### src/rtl/axi4_pkg.sv
// Purpose: shared AXI4 encodings and helpers for the simbus AXI4 port family.
// Latency: n/a (constants and pure functions only).
// Backpressure: n/a.
package axi4_pkg;

  localparam logic [1:0] BURST_INCR = 2'b01;

  localparam logic [1:0] RESP_OKAY   = 2'b00;
  localparam logic [1:0] RESP_EXOKAY = 2'b01;
  localparam logic [1:0] RESP_SLVERR = 2'b10;
  localparam logic [1:0] RESP_DECERR = 2'b11;

  // AxSIZE encoding for a full-width beat: log2(bytes per beat).
  function automatic logic [2:0] size_of(input int unsigned data_width);
    return 3'($clog2(data_width / 8));
  endfunction

endpackage

### src/rtl/axi4_skid_buf.sv
// Purpose: 2-entry valid/ready skid buffer, generic payload width.
// Latency: 1 cycle from input handshake to out_vld.
// Backpressure: in_rdy is a registered "not full", so upstream stalls the cycle after the 2nd entry fills.
//
// Ports: core_clk/arst_n clock and async active-low reset; in_vld/in_rdy/in_dat
// write side; out_vld/out_rdy/out_dat read side (head of buffer).
module axi4_skid_buf #(
  parameter int WIDTH = 8
) (
  input  logic             core_clk,
  input  logic             arst_n,
  input  logic             in_vld,
  output logic             in_rdy,
  input  logic [WIDTH-1:0] in_dat,
  output logic             out_vld,
  input  logic             out_rdy,
  output logic [WIDTH-1:0] out_dat
);

  logic [WIDTH-1:0] mem [2];
  logic             wr_ptr;
  logic             rd_ptr;
  logic [1:0]       cnt_q;
  logic [1:0]       cnt_d;
  logic             rdy_q;
  logic             push;
  logic             pop;

  assign push    = in_vld & rdy_q;
  assign out_vld = (cnt_q != 2'd0);
  assign pop     = out_vld & out_rdy;
  assign in_rdy  = rdy_q;
  assign out_dat = mem[rd_ptr];

  always_comb begin
    cnt_d = cnt_q;
    case ({push, pop})
      2'b10:   cnt_d = cnt_q + 2'd1;
      2'b01:   cnt_d = cnt_q - 2'd1;
      default: cnt_d = cnt_q;
    endcase
  end

  // rdy_q is held low through reset and rises on the first clock after
  // release; it tracks the next-cycle fill level so it is a clean flop output.
  always_ff @(posedge core_clk or negedge arst_n) begin
    if (!arst_n) begin
      cnt_q  <= 2'd0;
      rdy_q  <= 1'b0;
      wr_ptr <= 1'b0;
      rd_ptr <= 1'b0;
    end else begin
      cnt_q <= cnt_d;
      rdy_q <= (cnt_d != 2'd2);
      if (push) wr_ptr <= ~wr_ptr;
      if (pop)  rd_ptr <= ~rd_ptr;
    end
  end

  // Payload storage needs no reset; validity is carried by cnt_q.
  always_ff @(posedge core_clk) begin
    if (push) mem[wr_ptr] <= in_dat;
  end

endmodule

### src/rtl/axi4_read_master_port.sv
// Purpose: command stream -> AXI4 AR bursts, R beats -> buffered rsp stream, with in-order slave checking.
// Latency: cmd accept to ARVALID 1 cycle; R handshake to rsp_valid 1 cycle.
// Backpressure: cmd_ready low in ADDR or at MAX_OUTST in flight; RREADY drops 1 cycle after the R buffer fills.
//
// Ports: ACLK/ARESETn clock and async active-low reset; cmd_* command input;
// AR*/R* AXI4 read master channels; rsp_* buffered beat output; outst bursts
// in flight; err sticky protocol error (id/length/unexpected beat).
module axi4_read_master_port
  import axi4_pkg::*;
#(
  parameter int DATA_WIDTH = 32,
  parameter int ADDR_WIDTH = 32,
  parameter int ID_WIDTH   = 4,
  parameter int MAX_OUTST  = 4
) (
  input  logic                       ACLK,
  input  logic                       ARESETn,
  input  logic                       cmd_valid,
  output logic                       cmd_ready,
  input  logic [ADDR_WIDTH-1:0]      cmd_addr,
  input  logic [7:0]                 cmd_len,
  input  logic [ID_WIDTH-1:0]        cmd_id,
  output logic                       ARVALID,
  input  logic                       ARREADY,
  output logic [ADDR_WIDTH-1:0]      ARADDR,
  output logic [7:0]                 ARLEN,
  output logic [2:0]                 ARSIZE,
  output logic [1:0]                 ARBURST,
  output logic [ID_WIDTH-1:0]        ARID,
  input  logic                       RVALID,
  output logic                       RREADY,
  input  logic [DATA_WIDTH-1:0]      RDATA,
  input  logic [1:0]                 RRESP,
  input  logic [ID_WIDTH-1:0]        RID,
  input  logic                       RLAST,
  output logic                       rsp_valid,
  input  logic                       rsp_ready,
  output logic [DATA_WIDTH-1:0]      rsp_data,
  output logic [1:0]                 rsp_resp,
  output logic [ID_WIDTH-1:0]        rsp_id,
  output logic                       rsp_last,
  output logic [$clog2(MAX_OUTST):0] outst,
  output logic                       err
);

  localparam int OW = $clog2(MAX_OUTST) + 1;
  localparam int PW = (MAX_OUTST > 1) ? $clog2(MAX_OUTST) : 1;

  typedef enum logic {S_IDLE, S_ADDR} ar_state_t;

  typedef struct packed {
    logic [ID_WIDTH-1:0] id;
    logic [7:0]          len;
  } exp_t;

  typedef struct packed {
    logic [DATA_WIDTH-1:0] data;
    logic [1:0]            resp;
    logic [ID_WIDTH-1:0]   id;
    logic                  last;
  } r_beat_t;

  ar_state_t       state_q;
  ar_state_t       state_d;
  logic            run_q;
  logic            cmd_acc;
  logic            r_hs;
  logic            exp_empty;
  logic            exp_pop;
  exp_t            exp_mem [MAX_OUTST];
  exp_t            exp_head;
  logic [PW-1:0]   exp_wp;
  logic [PW-1:0]   exp_rp;
  logic [7:0]      beat_cnt;
  r_beat_t         r_in;
  r_beat_t         r_out;

  function automatic logic [PW-1:0] ptr_inc(input logic [PW-1:0] p);
    return (p == PW'(MAX_OUTST - 1)) ? '0 : p + PW'(1);
  endfunction

  // Keeps cmd_ready low while ARESETn is asserted and for the release edge.
  always_ff @(posedge ACLK or negedge ARESETn) begin
    if (!ARESETn) run_q <= 1'b0;
    else          run_q <= 1'b1;
  end

  // ---------------- AR channel FSM ----------------
  always_ff @(posedge ACLK or negedge ARESETn) begin
    if (!ARESETn) state_q <= S_IDLE;
    else          state_q <= state_d;
  end

  always_comb begin
    state_d   = state_q;
    cmd_ready = 1'b0;
    ARVALID   = 1'b0;
    case (state_q)
      S_IDLE: begin
        cmd_ready = run_q && (outst < OW'(MAX_OUTST));
        if (cmd_valid && cmd_ready) state_d = S_ADDR;
      end
      S_ADDR: begin
        ARVALID = 1'b1;
        if (ARREADY) state_d = S_IDLE;
      end
      default: state_d = S_IDLE;
    endcase
  end

  assign cmd_acc = cmd_valid & cmd_ready;
  assign ARSIZE  = size_of(DATA_WIDTH);
  assign ARBURST = BURST_INCR;

  always_ff @(posedge ACLK or negedge ARESETn) begin
    if (!ARESETn) begin
      ARADDR <= '0;
      ARLEN  <= '0;
      ARID   <= '0;
    end else if (cmd_acc) begin
      ARADDR <= cmd_addr;
      ARLEN  <= cmd_len;
      ARID   <= cmd_id;
    end
  end

  // ---------------- Expect FIFO ----------------
  // Its occupancy is exactly the number of bursts in flight, so outst doubles
  // as the FIFO count. A stray RLAST with nothing expected is flagged by the
  // checker but does not underflow the count.
  assign r_hs      = RVALID & RREADY;
  assign exp_empty = (outst == '0);
  assign exp_pop   = r_hs & RLAST & ~exp_empty;
  assign exp_head  = exp_mem[exp_rp];

  always_ff @(posedge ACLK or negedge ARESETn) begin
    if (!ARESETn) begin
      exp_wp <= '0;
      exp_rp <= '0;
      outst  <= '0;
    end else begin
      if (cmd_acc) exp_wp <= ptr_inc(exp_wp);
      if (exp_pop) exp_rp <= ptr_inc(exp_rp);
      case ({cmd_acc, exp_pop})
        2'b10:   outst <= outst + OW'(1);
        2'b01:   outst <= outst - OW'(1);
        default: outst <= outst;
      endcase
    end
  end

  always_ff @(posedge ACLK) begin
    if (cmd_acc) exp_mem[exp_wp] <= '{id: cmd_id, len: cmd_len};
  end

  // ---------------- In-order burst checker ----------------
  always_ff @(posedge ACLK or negedge ARESETn) begin
    if (!ARESETn) begin
      beat_cnt <= '0;
      err      <= 1'b0;
    end else if (r_hs) begin
      beat_cnt <= RLAST ? 8'd0 : beat_cnt + 8'd1;
      if (exp_empty) begin
        err <= 1'b1;
      end else if ((RID != exp_head.id) || (RLAST != (beat_cnt == exp_head.len))) begin
        err <= 1'b1;
      end
    end
  end

  // ---------------- R buffer ----------------
  assign r_in = '{data: RDATA, resp: RRESP, id: RID, last: RLAST};

  axi4_skid_buf #(
    .WIDTH($bits(r_beat_t))
  ) u_r_buf (
    .core_clk (ACLK),
    .arst_n   (ARESETn),
    .in_vld   (RVALID),
    .in_rdy   (RREADY),
    .in_dat   (r_in),
    .out_vld  (rsp_valid),
    .out_rdy  (rsp_ready),
    .out_dat  (r_out)
  );

  assign rsp_data = r_out.data;
  assign rsp_resp = r_out.resp;
  assign rsp_id   = r_out.id;
  assign rsp_last = r_out.last;

endmodule

### config.mk
export PLATFORM = sky130hd
export DESIGN_NAME = axi4_read_master_port
export DESIGN_NICKNAME = d
export VERILOG_FILES = /design/src/rtl/axi4_pkg.sv /design/src/rtl/axi4_skid_buf.sv /design/src/rtl/axi4_read_master_port.sv
export SDC_FILE = /design/constraint.sdc
export NUM_CORES = 1
export LEC_CHECK = 0
export BUFFER_PORTS_ARGS = -buffer_cell sky130_fd_sc_hd__buf_2
export CAP_MARGIN = 25
export CORE_UTILIZATION = 45
export CTS_BUF_LIST = sky130_fd_sc_hd__clkbuf_16
export DETAILED_ROUTE_END_ITERATION = 8
export PLACE_DENSITY_LB_ADDON = 0.3
export RECOVER_POWER = 25
export SETUP_SLACK_MARGIN = 0.4
export SLEW_MARGIN = 10
export SYNTH_ARGS = -nofsm -noshare
export SYNTH_HDL_FRONTEND = slang
export SYNTH_SLANG_ARGS = --single-unit
export TNS_END_PERCENT = 1
### constraint.sdc
create_clock -name ACLK -period 9 [get_ports ACLK]
set_clock_uncertainty 0.2 [all_clocks]
set_input_delay 1.8 -clock ACLK [delete_from_list [all_inputs] [get_ports ACLK]]
set_output_delay 1.8 -clock ACLK [all_outputs]
set_load 0.005 [all_outputs]
==> impl_metrics.prom, run 1 <==
# TYPE chip_impl_metric gauge
chip_impl_info{name="outcome",value="finished, final reports clean"} 1
chip_impl_metric{name="cellPowerDensity",unit="nW/um2"} 304
chip_impl_metric{name="critPathMaxStageDelay",unit="ns"} 0.95
chip_impl_metric{name="critPathMaxFanout",unit=""} 40
chip_impl_info{name="critPathSlowestCell",value="sky130_fd_sc_hd__dfrtp_2"} 1
chip_impl_metric{name="start_util",unit=""} 0.468
chip_impl_metric{name="final_layout_size_suffix_gt1_frac",unit=""} 0.318
chip_impl_metric{name="post-layout-total-power",unit="mW"} 2.80
chip_impl_metric{name="gp_routability_congestion",unit=""} 0.818
chip_impl_info{name="setup.worst_path.end_class",value="output port"} 1
chip_impl_metric{name="timing_max_transition_violations_final",unit=""} 0
chip_impl_metric{name="leakagePower",unit="nW"} 3.87
chip_impl_info{name="synthFlopType",value="sky130_fd_sc_hd__edfxtp_1"} 1
chip_impl_metric{name="hpwlAfterDp",unit="um"} 9580
chip_impl_metric{name="max_cap_viol_count",unit=""} 0
chip_impl_metric{name="antenna-diode-count",unit=""} 0
chip_impl_metric{name="timing.slew.headroom",unit=""} 0.361
chip_impl_metric{name="global_route.usage.total",unit=""} 0.172
chip_impl_metric{name="postLayoutSetupSlackWorst",unit="ns"} 5.06
chip_impl_metric{name="first_pass_iters",unit=""} 4
chip_impl_metric{name="clkLatencyLatePin",unit="ns"} 0.42
chip_impl_metric{name="cts.repair_timing.setup_buffer_count",unit=""} 0
chip_impl_metric{name="die_area",unit="um2"} 17300
chip_impl_metric{name="die_h",unit="um"} 131
chip_impl_metric{name="postRouteWirelength",unit="um"} 14100
chip_impl_metric{name="min_period_over_period",unit=""} 0.438
chip_impl_metric{name="ys_async_sr_fraction",unit=""} 0.347
chip_impl_metric{name="clk_path_buf_depth",unit=""} 2
chip_impl_info{name="timing_worst_setup_path_type",value="register to output port"} 1
chip_impl_metric{name="grt_overflow",unit=""} 0
chip_impl_metric{name="cts.repair.resized",unit=""} 0
chip_impl_metric{name="grt_start_max_net_pins",unit=""} 68
chip_impl_metric{name="synth.cell_area",unit="um2"} 7540
chip_impl_metric{name="fin_nets",unit=""} 783
chip_impl_metric{name="peakVddDrop",unit="V"} 0.000159
chip_impl_metric{name="cts_hold_buffers",unit=""} 0
chip_impl_info{name="mostFrequentLayoutCells",value="sky130_fd_sc_hd__buf_2 (142), sky130_fd_sc_hd__nand2_1 (137), sky130_fd_sc_hd__edfxtp_1 (126), sky130_fd_sc_hd__dfrtp_1 (66), sky130_fd_sc_hd__mux2_2 (41)"} 1
chip_impl_metric{name="port_buffers",unit=""} 179
chip_impl_metric{name="io_pins",unit=""} 185
chip_impl_metric{name="placementRows",unit=""} 46
chip_impl_info{name="timing.critical_path.max_delay_family",value="flip-flops"} 1
chip_impl_metric{name="detail_route.drc_violations",unit=""} 0
chip_impl_metric{name="area_growth",unit="%"} 22.2
chip_impl_metric{name="fin_crit",unit="ns"} 3.94
chip_impl_info{name="critical_path.cell_chain",value="mux2_2, buf_2"} 1
chip_impl_metric{name="report.final.setup_viol",unit=""} 0
chip_impl_metric{name="number_of_antenna_violations_at_the_first_check_in_global_routing",unit=""} 0
chip_impl_info{name="layout_commonest_cell",value="sky130_fd_sc_hd__buf_2"} 1
chip_impl_metric{name="pre_cts_slack",unit="ns"} 5.09
chip_impl_metric{name="drt.antenna.violating_nets",unit=""} 0
chip_impl_metric{name="fin_setup_tns",unit="ns"} 0
chip_impl_metric{name="yosys_register_bits",unit=""} 193
chip_impl_metric{name="postSynthAreaPerCell",unit="um2"} 15.0
chip_impl_metric{name="fp.coreArea",unit="um2"} 16100
chip_impl_metric{name="synth-warning-count",unit=""} 0
chip_impl_info{name="hold_path.class",value="register to register"} 1
chip_impl_metric{name="worst-endpoint-arrival",unit="ns"} 1.94
chip_impl_metric{name="global_route_wire_length_before_repair",unit="um"} 23000
chip_impl_metric{name="vias",unit=""} 4419
chip_impl_metric{name="chipWidth",unit="um"} 131
chip_impl_metric{name="clk_pin_slew",unit="ns"} 0.07
chip_impl_info{name="worst_setup_path_start_kind",value="register"} 1
chip_impl_metric{name="detail_route.wl_per_cell",unit="um"} 15.4
chip_impl_metric{name="synth-edff-count",unit=""} 126
chip_impl_metric{name="final-hold-violation-count",unit=""} 0
chip_impl_metric{name="h-tree-depth",unit=""} 4
chip_impl_info{name="clockRootBuffer",value="sky130_fd_sc_hd__clkbuf_16"} 1
chip_impl_metric{name="critPathBufInv",unit=""} 1
chip_impl_info{name="setup_repair_after_global_routing_missed_its_margin",value="no"} 1
chip_impl_metric{name="synthCells",unit=""} 502
chip_impl_info{name="cts_tree",value="built"} 1
chip_impl_metric{name="tritoncts.num_buffers",unit=""} 17
chip_impl_metric{name="yosys.cell_types.count",unit=""} 33
chip_impl_metric{name="yosysSeqAreaShare",unit=""} 0.724
chip_impl_metric{name="drt-initial-drc-count",unit=""} 237
chip_impl_metric{name="worstPathRequired",unit="ns"} 7.00
chip_impl_metric{name="post_drt_via_cell_ratio",unit=""} 4.83
chip_impl_metric{name="whs",unit="ns"} 0.270
chip_impl_metric{name="first_global_vias",unit=""} 4651
chip_impl_metric{name="fillCellCount",unit=""} 1331
chip_impl_metric{name="fmax",unit="MHz"} 254
chip_impl_metric{name="timing_worst_slew_pin_value",unit="ns"} 0.958
chip_impl_metric{name="cts_sinks",unit=""} 193
-- final timing paths --
kind,startpoint,end,depth (start not counted),slack (ns)
max in group asynchronous,ARESETn,u_r_buf.rd_ptr,2,6.64
setup / recovery,u_r_buf.rd_ptr,rsp_id[3],2,5.06
setup reg to reg,exp_rp[0],err,5,6.43
min in group asynchronous,ARESETn,ARADDR[22],2,1.38
hold reg to reg,ARADDR[3],ARADDR[3],2,0.27
hold / removal,ARADDR[3],ARADDR[3],2,0.27
-- report_power, final --
group          internal [mW]  total, mW  switching [mW]
Combinational          0.377      0.715           0.337
Clock                  0.419      0.754           0.335
Sequential              1.18       1.33           0.158
-- worst reg2reg max path: stages (launching register included) --
cell and delay, ns:
sky130_fd_sc_hd__dfrtp_1 0.79, sky130_fd_sc_hd__mux4_1 0.69, sky130_fd_sc_hd__xnor2_1 0.17, sky130_fd_sc_hd__nand4_1 0.12
sky130_fd_sc_hd__or3_1 0.35, sky130_fd_sc_hd__a31oi_1 0.16
-- cell type report --
class	instances	area, um2	share of cell area
clock inverter	15	180	0.0196
tap	216	270	0.0293
timing repair buffer	183	900	0.0977
multi-input combinational	282	1940	0.211
clock buffer	17	425	0.0462
sequential	193	5460	0.593
inverter	8	30.0	0.00326
-- synthesized netlist by cell type, types with 2 or more instances --
master / n / area (um2)
sky130_fd_sc_hd__buf_4: 5 / 37.5
sky130_fd_sc_hd__nor2_1: 7 / 26.3
sky130_fd_sc_hd__o31ai_1: 2 / 15.0
sky130_fd_sc_hd__xnor2_1: 16 / 140
sky130_fd_sc_hd__nand2b_1: 4 / 25.0
sky130_fd_sc_hd__buf_1: 5 / 18.8
sky130_fd_sc_hd__ha_1: 8 / 100
sky130_fd_sc_hd__dfrtp_1: 67 / 1680
sky130_fd_sc_hd__edfxtp_1: 126 / 3780
sky130_fd_sc_hd__nor3_1: 2 / 10.0
sky130_fd_sc_hd__nand3_1: 2 / 10.0
sky130_fd_sc_hd__a21oi_1: 2 / 10.0
sky130_fd_sc_hd__mux2_2: 41 / 462
sky130_fd_sc_hd__o21ai_0: 12 / 60.1
sky130_fd_sc_hd__nand4_1: 4 / 25.0
sky130_fd_sc_hd__inv_1: 7 / 26.3
sky130_fd_sc_hd__xor2_1: 5 / 43.8
sky130_fd_sc_hd__or3_1: 4 / 25.0
sky130_fd_sc_hd__clkbuf_1: 11 / 41.3
sky130_fd_sc_hd__conb_1: 2 / 7.51
sky130_fd_sc_hd__mux4_1: 12 / 315
sky130_fd_sc_hd__a31oi_1: 3 / 18.8
sky130_fd_sc_hd__and2_1: 3 / 18.8
sky130_fd_sc_hd__nand2_1: 137 / 514
sky130_fd_sc_hd__and3_1: 7 / 43.8
-- sequential cells by signal, summed over array words and instances, names as in the netlist, 2 cells and up --
signal         cells
u_r_buf.mem       78
exp_mem           48
ARADDR            32
ARLEN              8
beat_cnt           8
ARID               4
outst              3
exp_rp             2
exp_wp             2
u_r_buf.cnt_q      2
-- stage by stage --
stage               cell area [um2]  utilization  instances
floorplan                      7550            -        506
global placement               8620        0.535        881
detailed placement             8650        0.537        882
CTS                            9260        0.574        914
global route                   9210        0.572        914
finish                         9210        0.572        914
-- per-layer routing --
layer | share of wire | routed length [um] | GRT usage
met1 | 0.43 | 6110 | 0.215
met2 | 0.50 | 6970 | 0.286
met3 | 0.063 | 893 | 0.0463
met4 | 0.0068 | 95 | 0.0614
met5 | 0 | 0 | 0
-- logic make-up after synthesis --
family / Yosys count / synth area share
DFF: 193 / 0.724
and+or+nand+nor: 173 / 0.0953
muxes: 54 / 0.104
buffers and inverters: 31 / 0.0211
xor gates and xnor gates: 21 / 0.0244
AOI/OAI and AO/OA: 19 / 0.0138
adders and majority gates: 9 / 0.0159
other: 2 / 0.000996
Power figures use the tool's default switching activity.
==> run 2: changes to the inputs <==
--- a/config.mk
+++ b/config.mk
@@ -5,6 +5,7 @@
 export SDC_FILE = /design/constraint.sdc
 export NUM_CORES = 1
 export LEC_CHECK = 0
+export ABC_AREA = 1
 export BUFFER_PORTS_ARGS = -buffer_cell sky130_fd_sc_hd__buf_2
 export CAP_MARGIN = 25
 export CORE_UTILIZATION = 45
==> constraint.sdc (replaced) <==
create_clock -name ACLK -period 3.9 [get_ports ACLK]
set_clock_uncertainty 0.2 [all_clocks]
set_input_delay 0.78 -clock ACLK [delete_from_list [all_inputs] [get_ports ACLK]]
set_output_delay 0.78 -clock ACLK [all_outputs]
set_load 0.005 [all_outputs]
==> run 2 against run 1 <==
Against the previous run: via count up 18%; final cell count rose by 24%; synthesized cell count rose by 43%; flip-flop and latch count stayed put; worst setup slack lost 4.0 ns; wire length rose by 6.3%; clock power grew 120%; register-to-register slack worse by 5.1 ns; synthesized area grew 3.3%; count of clock-buffer cells in the layout is the same; critical path type unchanged; largest cell class unchanged; highest routed layer unchanged.
==> impl_metrics.prom, run 2 <==
# TYPE chip_impl_metric gauge
chip_impl_metric{name="ys_async_sr_fraction",unit=""} 0.347
chip_impl_metric{name="die_area",unit="um2"} 17800
chip_impl_metric{name="max_cap_viol_count",unit=""} 0
chip_impl_metric{name="postSynthAreaPerCell",unit="um2"} 10.8
chip_impl_info{name="outcome",value="finished, final reports clean"} 1
chip_impl_metric{name="yosysSeqAreaShare",unit=""} 0.701
chip_impl_metric{name="clk_path_buf_depth",unit=""} 2
chip_impl_metric{name="critPathMaxFanout",unit=""} 25
chip_impl_metric{name="clkLatencyLatePin",unit="ns"} 0.42
chip_impl_metric{name="worstPathRequired",unit="ns"} 2.92
chip_impl_metric{name="start_util",unit=""} 0.465
chip_impl_metric{name="whs",unit="ns"} 0.262
chip_impl_metric{name="area_growth",unit="%"} 21.1
chip_impl_metric{name="drt-initial-drc-count",unit=""} 249
chip_impl_info{name="yosys.cell_count.top_type",value="sky130_fd_sc_hd__nand2_1"} 1
chip_impl_metric{name="port_buffers",unit=""} 179
chip_impl_metric{name="synth-compound-area-share",unit=""} 0.0141
chip_impl_info{name="critPathSlowestCell",value="sky130_fd_sc_hd__buf_4"} 1
chip_impl_metric{name="fin_nets",unit=""} 1000
chip_impl_info{name="timing.critical_path.max_delay_family",value="buffers and inverters"} 1
chip_impl_metric{name="number_of_antenna_violations_at_the_first_check_in_global_routing",unit=""} 0
chip_impl_info{name="synth_area_leaders",value="sky130_fd_sc_hd__edfxtp_1 (49%), sky130_fd_sc_hd__dfrtp_1 (22%), sky130_fd_sc_hd__nand2_1 (17%)"} 1
chip_impl_metric{name="global_route.usage.total",unit=""} 0.175
chip_impl_metric{name="cts.repair_timing.setup_buffer_count",unit=""} 0
chip_impl_metric{name="chipWidth",unit="um"} 134
chip_impl_metric{name="gp_routability_congestion",unit=""} 0.751
chip_impl_metric{name="leakagePower",unit="nW"} 4.33
chip_impl_metric{name="critPathBufInv",unit=""} 3
chip_impl_metric{name="first_pass_iters",unit=""} 4
chip_impl_metric{name="timing_max_transition_violations_final",unit=""} 0
chip_impl_metric{name="min_period_over_period",unit=""} 0.724
chip_impl_metric{name="drt.antenna.violating_nets",unit=""} 0
chip_impl_info{name="critical_path.cell_chain",value="inv_1, buf_4, nand2_1, nand2_1, buf_2"} 1
chip_impl_info{name="ys_top_cells_by_count",value="sky130_fd_sc_hd__nand2_1 (344), sky130_fd_sc_hd__edfxtp_1 (126), sky130_fd_sc_hd__dfrtp_1 (67), sky130_fd_sc_hd__inv_1 (34), sky130_fd_sc_hd__nand3_1 (29)"} 1
chip_impl_info{name="dominant_cell_type_by_area_after_synthesis",value="sky130_fd_sc_hd__edfxtp_1"} 1
chip_impl_metric{name="report.final.setup_viol",unit=""} 0
chip_impl_metric{name="critPathMaxStageDelay",unit="ns"} 0.39
chip_impl_info{name="timing_worst_setup_path_type",value="register to output port"} 1
chip_impl_metric{name="io_pins",unit=""} 185
chip_impl_metric{name="synth-edff-count",unit=""} 126
chip_impl_metric{name="number_of_flip_flops_in_the_largest_register",unit=""} 78
chip_impl_metric{name="grt_start_max_net_pins",unit=""} 68
chip_impl_info{name="hold_path.class",value="register to register"} 1
chip_impl_metric{name="global_route_wire_length_before_repair",unit="um"} 23800
chip_impl_metric{name="peakVddDrop",unit="V"} 0.000373
chip_impl_metric{name="grt_overflow",unit=""} 0
chip_impl_metric{name="synthCells",unit=""} 719
chip_impl_metric{name="synth_mux_area_frac",unit=""} 0
chip_impl_metric{name="cts.repair.resized",unit=""} 0
chip_impl_metric{name="post_drt_via_cell_ratio",unit=""} 4.62
chip_impl_metric{name="fin_crit",unit="ns"} 2.82
chip_impl_info{name="clockRootBuffer",value="sky130_fd_sc_hd__clkbuf_16"} 1
chip_impl_metric{name="h-tree-depth",unit=""} 4
chip_impl_info{name="synthFlopType",value="sky130_fd_sc_hd__edfxtp_1"} 1
chip_impl_info{name="setup_repair_after_global_routing_missed_its_margin",value="no"} 1
chip_impl_metric{name="fmax",unit="MHz"} 354
chip_impl_metric{name="detail_route.drc_violations",unit=""} 0
chip_impl_metric{name="final_layout_size_suffix_gt1_frac",unit=""} 0.229
chip_impl_info{name="mostFrequentLayoutCells",value="sky130_fd_sc_hd__nand2_1 (344), sky130_fd_sc_hd__buf_2 (145), sky130_fd_sc_hd__edfxtp_1 (126), sky130_fd_sc_hd__dfrtp_1 (67)"} 1
chip_impl_metric{name="final-hold-violation-count",unit=""} 0
chip_impl_metric{name="placementRows",unit=""} 47
chip_impl_metric{name="yosys.area_share.adder",unit=""} 0.0154
chip_impl_metric{name="timing.slew.headroom",unit=""} 0.339
chip_impl_metric{name="fin_setup_tns",unit="ns"} 0
chip_impl_metric{name="cellPowerDensity",unit="nW/um2"} 715
chip_impl_metric{name="synth.cell_area",unit="um2"} 7790
chip_impl_metric{name="postRouteWirelength",unit="um"} 14900
chip_impl_metric{name="first_global_vias",unit=""} 4767
chip_impl_info{name="layout_commonest_cell",value="sky130_fd_sc_hd__nand2_1"} 1
chip_impl_info{name="critical-path-top-cell-by-count",value="sky130_fd_sc_hd__nand2_1"} 1
chip_impl_info{name="registers.top_by_ff_count",value="u_r_buf.mem"} 1
chip_impl_metric{name="timing_worst_slew_pin_value",unit="ns"} 0.992
chip_impl_metric{name="hpwlAfterDp",unit="um"} 10000
chip_impl_metric{name="tritoncts.num_buffers",unit=""} 17
chip_impl_info{name="worst_setup_path_start_kind",value="register"} 1
chip_impl_metric{name="fp.coreArea",unit="um2"} 16800
chip_impl_info{name="cts_tree",value="built"} 1
chip_impl_metric{name="detail_route.wl_per_cell",unit="um"} 13.2
chip_impl_metric{name="worst-endpoint-arrival",unit="ns"} 1.84
chip_impl_metric{name="synth_simple_gate_area_share",unit=""} 0.221
chip_impl_metric{name="antenna-diode-count",unit=""} 0
chip_impl_metric{name="die_h",unit="um"} 134
chip_impl_metric{name="yosys.cell_types.count",unit=""} 32
chip_impl_metric{name="cts_sinks",unit=""} 193
chip_impl_metric{name="cts_hold_buffers",unit=""} 0
chip_impl_info{name="reg.largest.list",value="u_r_buf.mem: 78 flops, exp_mem: 48 flops, ARADDR: 32 flops"} 1
chip_impl_metric{name="post-synth-top-area-fraction",unit=""} 0.486
chip_impl_metric{name="synth-warning-count",unit=""} 0
chip_impl_metric{name="clk_pin_slew",unit="ns"} 0.07
chip_impl_metric{name="vias",unit=""} 5235
chip_impl_metric{name="yosys_register_bits",unit=""} 193
chip_impl_metric{name="xor_and_xnor_fraction_of_the_mapped_netlist_area",unit=""} 0.00675
chip_impl_info{name="main_combinational_cell_family_by_area_after_synthesis",value="simple AND/OR/NAND/NOR gates"} 1
chip_impl_info{name="setup.worst_path.end_class",value="output port"} 1
[run 2: logic make-up (layout without fill, tap and decap cells)]
logic type,Yosys count,in the layout
other cells,2,6
xor+xnor,6,6
simple gates,423,423
flops,193,193
compound gates,21,21
buf+inv,65,256
fa+ha+maj,9,9
[run 2: layer usage]
layer,global-route usage,share of wire,vias to the layer above
li1,-,-,2673
met5,0,0,-
met1,0.232,0.45,2381
met3,0.0537,0.065,8
met2,0.282,0.48,173
met4,0.0467,0.0064,0
[run 2: path summary, 6_finish.rpt]
kind	startpoint	slack [ns]	depth (start not counted)	to
min in group asynchronous	ARESETn	0.35	2	ARADDR[12]
max in group asynchronous	ARESETn	2.59	2	exp_rp[1]
min reg2reg	err	0.26	2	err
max reg2reg	u_r_buf.in_rdy	1.37	10	outst[2]
min	err	0.26	2	err
max	u_r_buf.rd_ptr	1.08	5	rsp_resp[1]
[run 2: power by group]
| group | internal (mW) | switching (mW) |
|---|---|---|
| clock | 0.898 | 0.772 |
| combinational | 0.807 | 1.23 |
| sequential | 2.73 | 0.298 |
[run 2: final cells by class]
| class | count | area, um2 |
|---|---|---|
| fillers | 1427 | 7330 |
| clock buffers | 17 | 425 |
| clock inverters | 14 | 149 |
| inverters | 35 | 136 |
| flip-flops and latches | 193 | 5460 |
| well taps | 220 | 275 |
| multi-input cells | 465 | 2040 |
| repair buffers | 190 | 936 |
[run 2: tightest hold or removal path: stages (launching register included)]
cell                      delay, ns
sky130_fd_sc_hd__dfrtp_1       0.34
sky130_fd_sc_hd__inv_1         0.04
sky130_fd_sc_hd__nand2_1       0.05
[run 2: metrics by stage]
stage | worst slack [ns] | power, mW | utilization | instances | area, um2
detailed placement | 0.865 | 5.14 | 0.531 | 1103 | 8890
floorplan | 0.714 | 4.31 | - | 723 | 7800
finish | 1.08 | 6.74 | 0.562 | 1134 | 9430
global placement | 0.872 | 5.10 | 0.531 | 1103 | 8890
global route | 0.954 | 7.21 | 0.562 | 1134 | 9430
CTS | 1.02 | 6.82 | 0.565 | 1134 | 9470
==> run 3: changes to the inputs <==
==> constraint.sdc (replaced) <==
create_clock -name ACLK -period 2.4 [get_ports ACLK]
set_clock_uncertainty 0.2 [all_clocks]
set_input_delay 0.48 -clock ACLK [delete_from_list [all_inputs] [get_ports ACLK]]
set_output_delay 0.48 -clock ACLK [all_outputs]
set_load 0.005 [all_outputs]
==> run 3 against run 2 <==
Against the previous run: non-clock buffer count grew 15; first-iteration DRC count grew 10%; largest power group unchanged; wire length grew 5.4%; core utilization grew 1.8 points; final cell count grew 1.4%; flip-flop and latch count is the same; critical endpoint is now rsp_data[19]; highest routed layer unchanged; sequential power grew 60%; worst setup slack lost 0.76 ns; total power grew 70%; combinational power grew 83%.
==> impl_metrics.prom, run 3 (same netlist as run 2, synthesis figures left out) <==
# TYPE chip_impl_metric gauge
chip_impl_info{name="layout_commonest_cell",value="sky130_fd_sc_hd__nand2_1"} 1
chip_impl_metric{name="hpwlAfterDp",unit="um"} 10400
chip_impl_metric{name="grt_start_max_net_pins",unit=""} 51
chip_impl_info{name="timing_worst_setup_path_type",value="register to output port"} 1
chip_impl_metric{name="timing.slew.headroom",unit=""} 0.619
chip_impl_metric{name="chipWidth",unit="um"} 134
chip_impl_metric{name="number_of_antenna_violations_at_the_first_check_in_global_routing",unit=""} 0
chip_impl_metric{name="die_area",unit="um2"} 17800
chip_impl_metric{name="detail_route.drc_violations",unit=""} 0
chip_impl_metric{name="detail_route.wl_per_cell",unit="um"} 13.7
chip_impl_metric{name="grt_overflow",unit=""} 0
chip_impl_info{name="outcome",value="finished, final reports clean"} 1
chip_impl_info{name="worst_setup_path_start_kind",value="register"} 1
chip_impl_metric{name="drt.antenna.violating_nets",unit=""} 0
chip_impl_metric{name="die_h",unit="um"} 134
chip_impl_metric{name="first_pass_iters",unit=""} 5
chip_impl_metric{name="drt-initial-drc-count",unit=""} 274
chip_impl_info{name="hold_path.class",value="input pin to register"} 1
chip_impl_metric{name="port_buffers",unit=""} 179
chip_impl_metric{name="fin_crit",unit="ns"} 2.08
chip_impl_metric{name="timing_worst_slew_pin_value",unit="ns"} 0.571
chip_impl_metric{name="whs",unit="ns"} 0.0302
chip_impl_info{name="reg.largest.list",value="u_r_buf.mem: 78 flops, exp_mem: 48 flops, ARADDR: 32 flops"} 1
chip_impl_metric{name="fp.coreArea",unit="um2"} 16800
chip_impl_metric{name="start_util",unit=""} 0.465
chip_impl_metric{name="first_global_vias",unit=""} 5172
chip_impl_metric{name="postRouteWirelength",unit="um"} 15800
chip_impl_metric{name="global_route.usage.total",unit=""} 0.188
chip_impl_metric{name="worstPathRequired",unit="ns"} 1.72
chip_impl_metric{name="cts_sinks",unit=""} 193
chip_impl_metric{name="number_of_flip_flops_in_the_largest_register",unit=""} 78
chip_impl_metric{name="max_cap_viol_count",unit=""} 0
chip_impl_metric{name="post-layout-total-power",unit="mW"} 11.5
chip_impl_metric{name="area_growth",unit="%"} 25.0
chip_impl_metric{name="final_layout_size_suffix_gt1_frac",unit=""} 0.245
chip_impl_metric{name="global_route_wire_length_before_repair",unit="um"} 25800
chip_impl_metric{name="clk_path_buf_depth",unit=""} 2
chip_impl_metric{name="report.final.setup_viol",unit=""} 0
chip_impl_metric{name="cellPowerDensity",unit="nW/um2"} 1180
chip_impl_info{name="cts_tree",value="built"} 1
chip_impl_metric{name="clkLatencyLatePin",unit="ns"} 0.43
chip_impl_metric{name="worst-endpoint-arrival",unit="ns"} 1.40
chip_impl_metric{name="fmax",unit="MHz"} 480
chip_impl_info{name="setup_repair_after_global_routing_missed_its_margin",value="yes"} 1
chip_impl_metric{name="finish.utilization",unit=""} 0.581
chip_impl_metric{name="clk_pin_slew",unit="ns"} 0.07
chip_impl_metric{name="placementRows",unit=""} 47
chip_impl_metric{name="fin_setup_tns",unit="ns"} 0
chip_impl_info{name="clockRootBuffer",value="sky130_fd_sc_hd__clkbuf_16"} 1
chip_impl_metric{name="io_pins",unit=""} 185
chip_impl_metric{name="vias",unit=""} 5338
chip_impl_metric{name="peakVddDrop",unit="V"} 0.000696
chip_impl_info{name="setup.worst_path.end_class",value="output port"} 1
chip_impl_metric{name="gp_routability_congestion",unit=""} 0.778
chip_impl_metric{name="min_period_over_period",unit=""} 0.868
chip_impl_metric{name="h-tree-depth",unit=""} 4
chip_impl_metric{name="fin_nets",unit=""} 1015
chip_impl_metric{name="timing_max_transition_violations_final",unit=""} 0
chip_impl_info{name="registers.top_by_ff_count",value="u_r_buf.mem"} 1
chip_impl_metric{name="post_drt_via_cell_ratio",unit=""} 4.64
chip_impl_metric{name="antenna-diode-count",unit=""} 0
chip_impl_metric{name="critPathMaxFanout",unit=""} 11
chip_impl_metric{name="leakagePower",unit="nW"} 4.46
chip_impl_metric{name="tritoncts.num_buffers",unit=""} 17
chip_impl_info{name="mostFrequentLayoutCells",value="sky130_fd_sc_hd__nand2_1 (342), sky130_fd_sc_hd__buf_2 (142), sky130_fd_sc_hd__edfxtp_1 (126), sky130_fd_sc_hd__dfrtp_1 (65), sky130_fd_sc_hd__clkbuf_1 (35)"} 1
chip_impl_metric{name="final-hold-violation-count",unit=""} 0
run 3: cell types whose count changed in the layout (fill, tap and decap cells not counted), sizes merged:
cell,delta
buf,+11
bufinv,+1
clkbuf,+2
clkinv,+3
clkinvlp,-1
dlygate4sd3,+2
inv,-2
run 3: layout make-up:
cell class,count,area (um2)
inverter,35,141
clock buffer,17,425
sequential,193,5460
timing repair buffer,205,1170
tap,220,275
fill,1392,7030
multi-input combinational,465,2060
clock inverter,15,196
run 3: power breakdown:
part	switching (mW)	leakage (nW)	internal [mW]
Clock	1.31	0.295	1.59
Combinational	2.17	2.18	1.56
Sequential	0.403	1.99	4.44
Total	3.89	4.46	7.58
run 3: metrics by stage:
| stage | cells | worst slack (ns) | cell area, um2 |
|---|---|---|---|
| floorplan | 723 | 0.149 | 7810 |
| global placement | 1114 | 0.0996 | 9040 |
| detailed placement | 1114 | 0.0755 | 9040 |
| CTS | 1148 | 0.311 | 9710 |
| global route | 1150 | 0.261 | 9730 |
| finish | 1150 | 0.316 | 9730 |
run 3: worst paths after layout:
path | from | to | slack [ns] | cells past startpoint
worst max-delay path | u_r_buf.rd_ptr | rsp_data[19] | 0.32 | 5
worst min-delay path | RDATA[12] | u_r_buf.mem[0][19] | 0.03 | 1
worst max register to register | u_r_buf.cnt_q[0] | u_r_buf.in_rdy | 0.42 | 8
worst min register to register | err | err | 0.27 | 2
max in group asynchronous | ARESETn | outst[2] | 1.07 | 3
min in group asynchronous | ARESETn | ARADDR[10] | 0.37 | 2
run 3: critical path, cell delays in order (launching register included):
cell	delay (ns)
sky130_fd_sc_hd__dfrtp_2	0.43
sky130_fd_sc_hd__clkinv_4	0.11
sky130_fd_sc_hd__buf_12	0.16
sky130_fd_sc_hd__nand2_1	0.08
sky130_fd_sc_hd__nand2_1	0.07
sky130_fd_sc_hd__buf_2	0.13
run 3: per-layer routing:
layer | GRT usage | routed length (um) | vias to the layer above
met5 | 0 | 0 | -
met4 | 0.0568 | 110 | 0
met3 | 0.0582 | 1150 | 7
met2 | 0.296 | 7380 | 191
met1 | 0.250 | 7130 | 2420
li1 | - | - | 2720
run 3: what timing repair did:
item	4_1_cts	5_1_grt
pin swaps	0	1
hold buffers	2	0
resized for setup	7	13
setup buffers	0	1
endpoints found under the hold margin	22	0
gates cloned	0	1
endpoints found under the setup margin	42	126
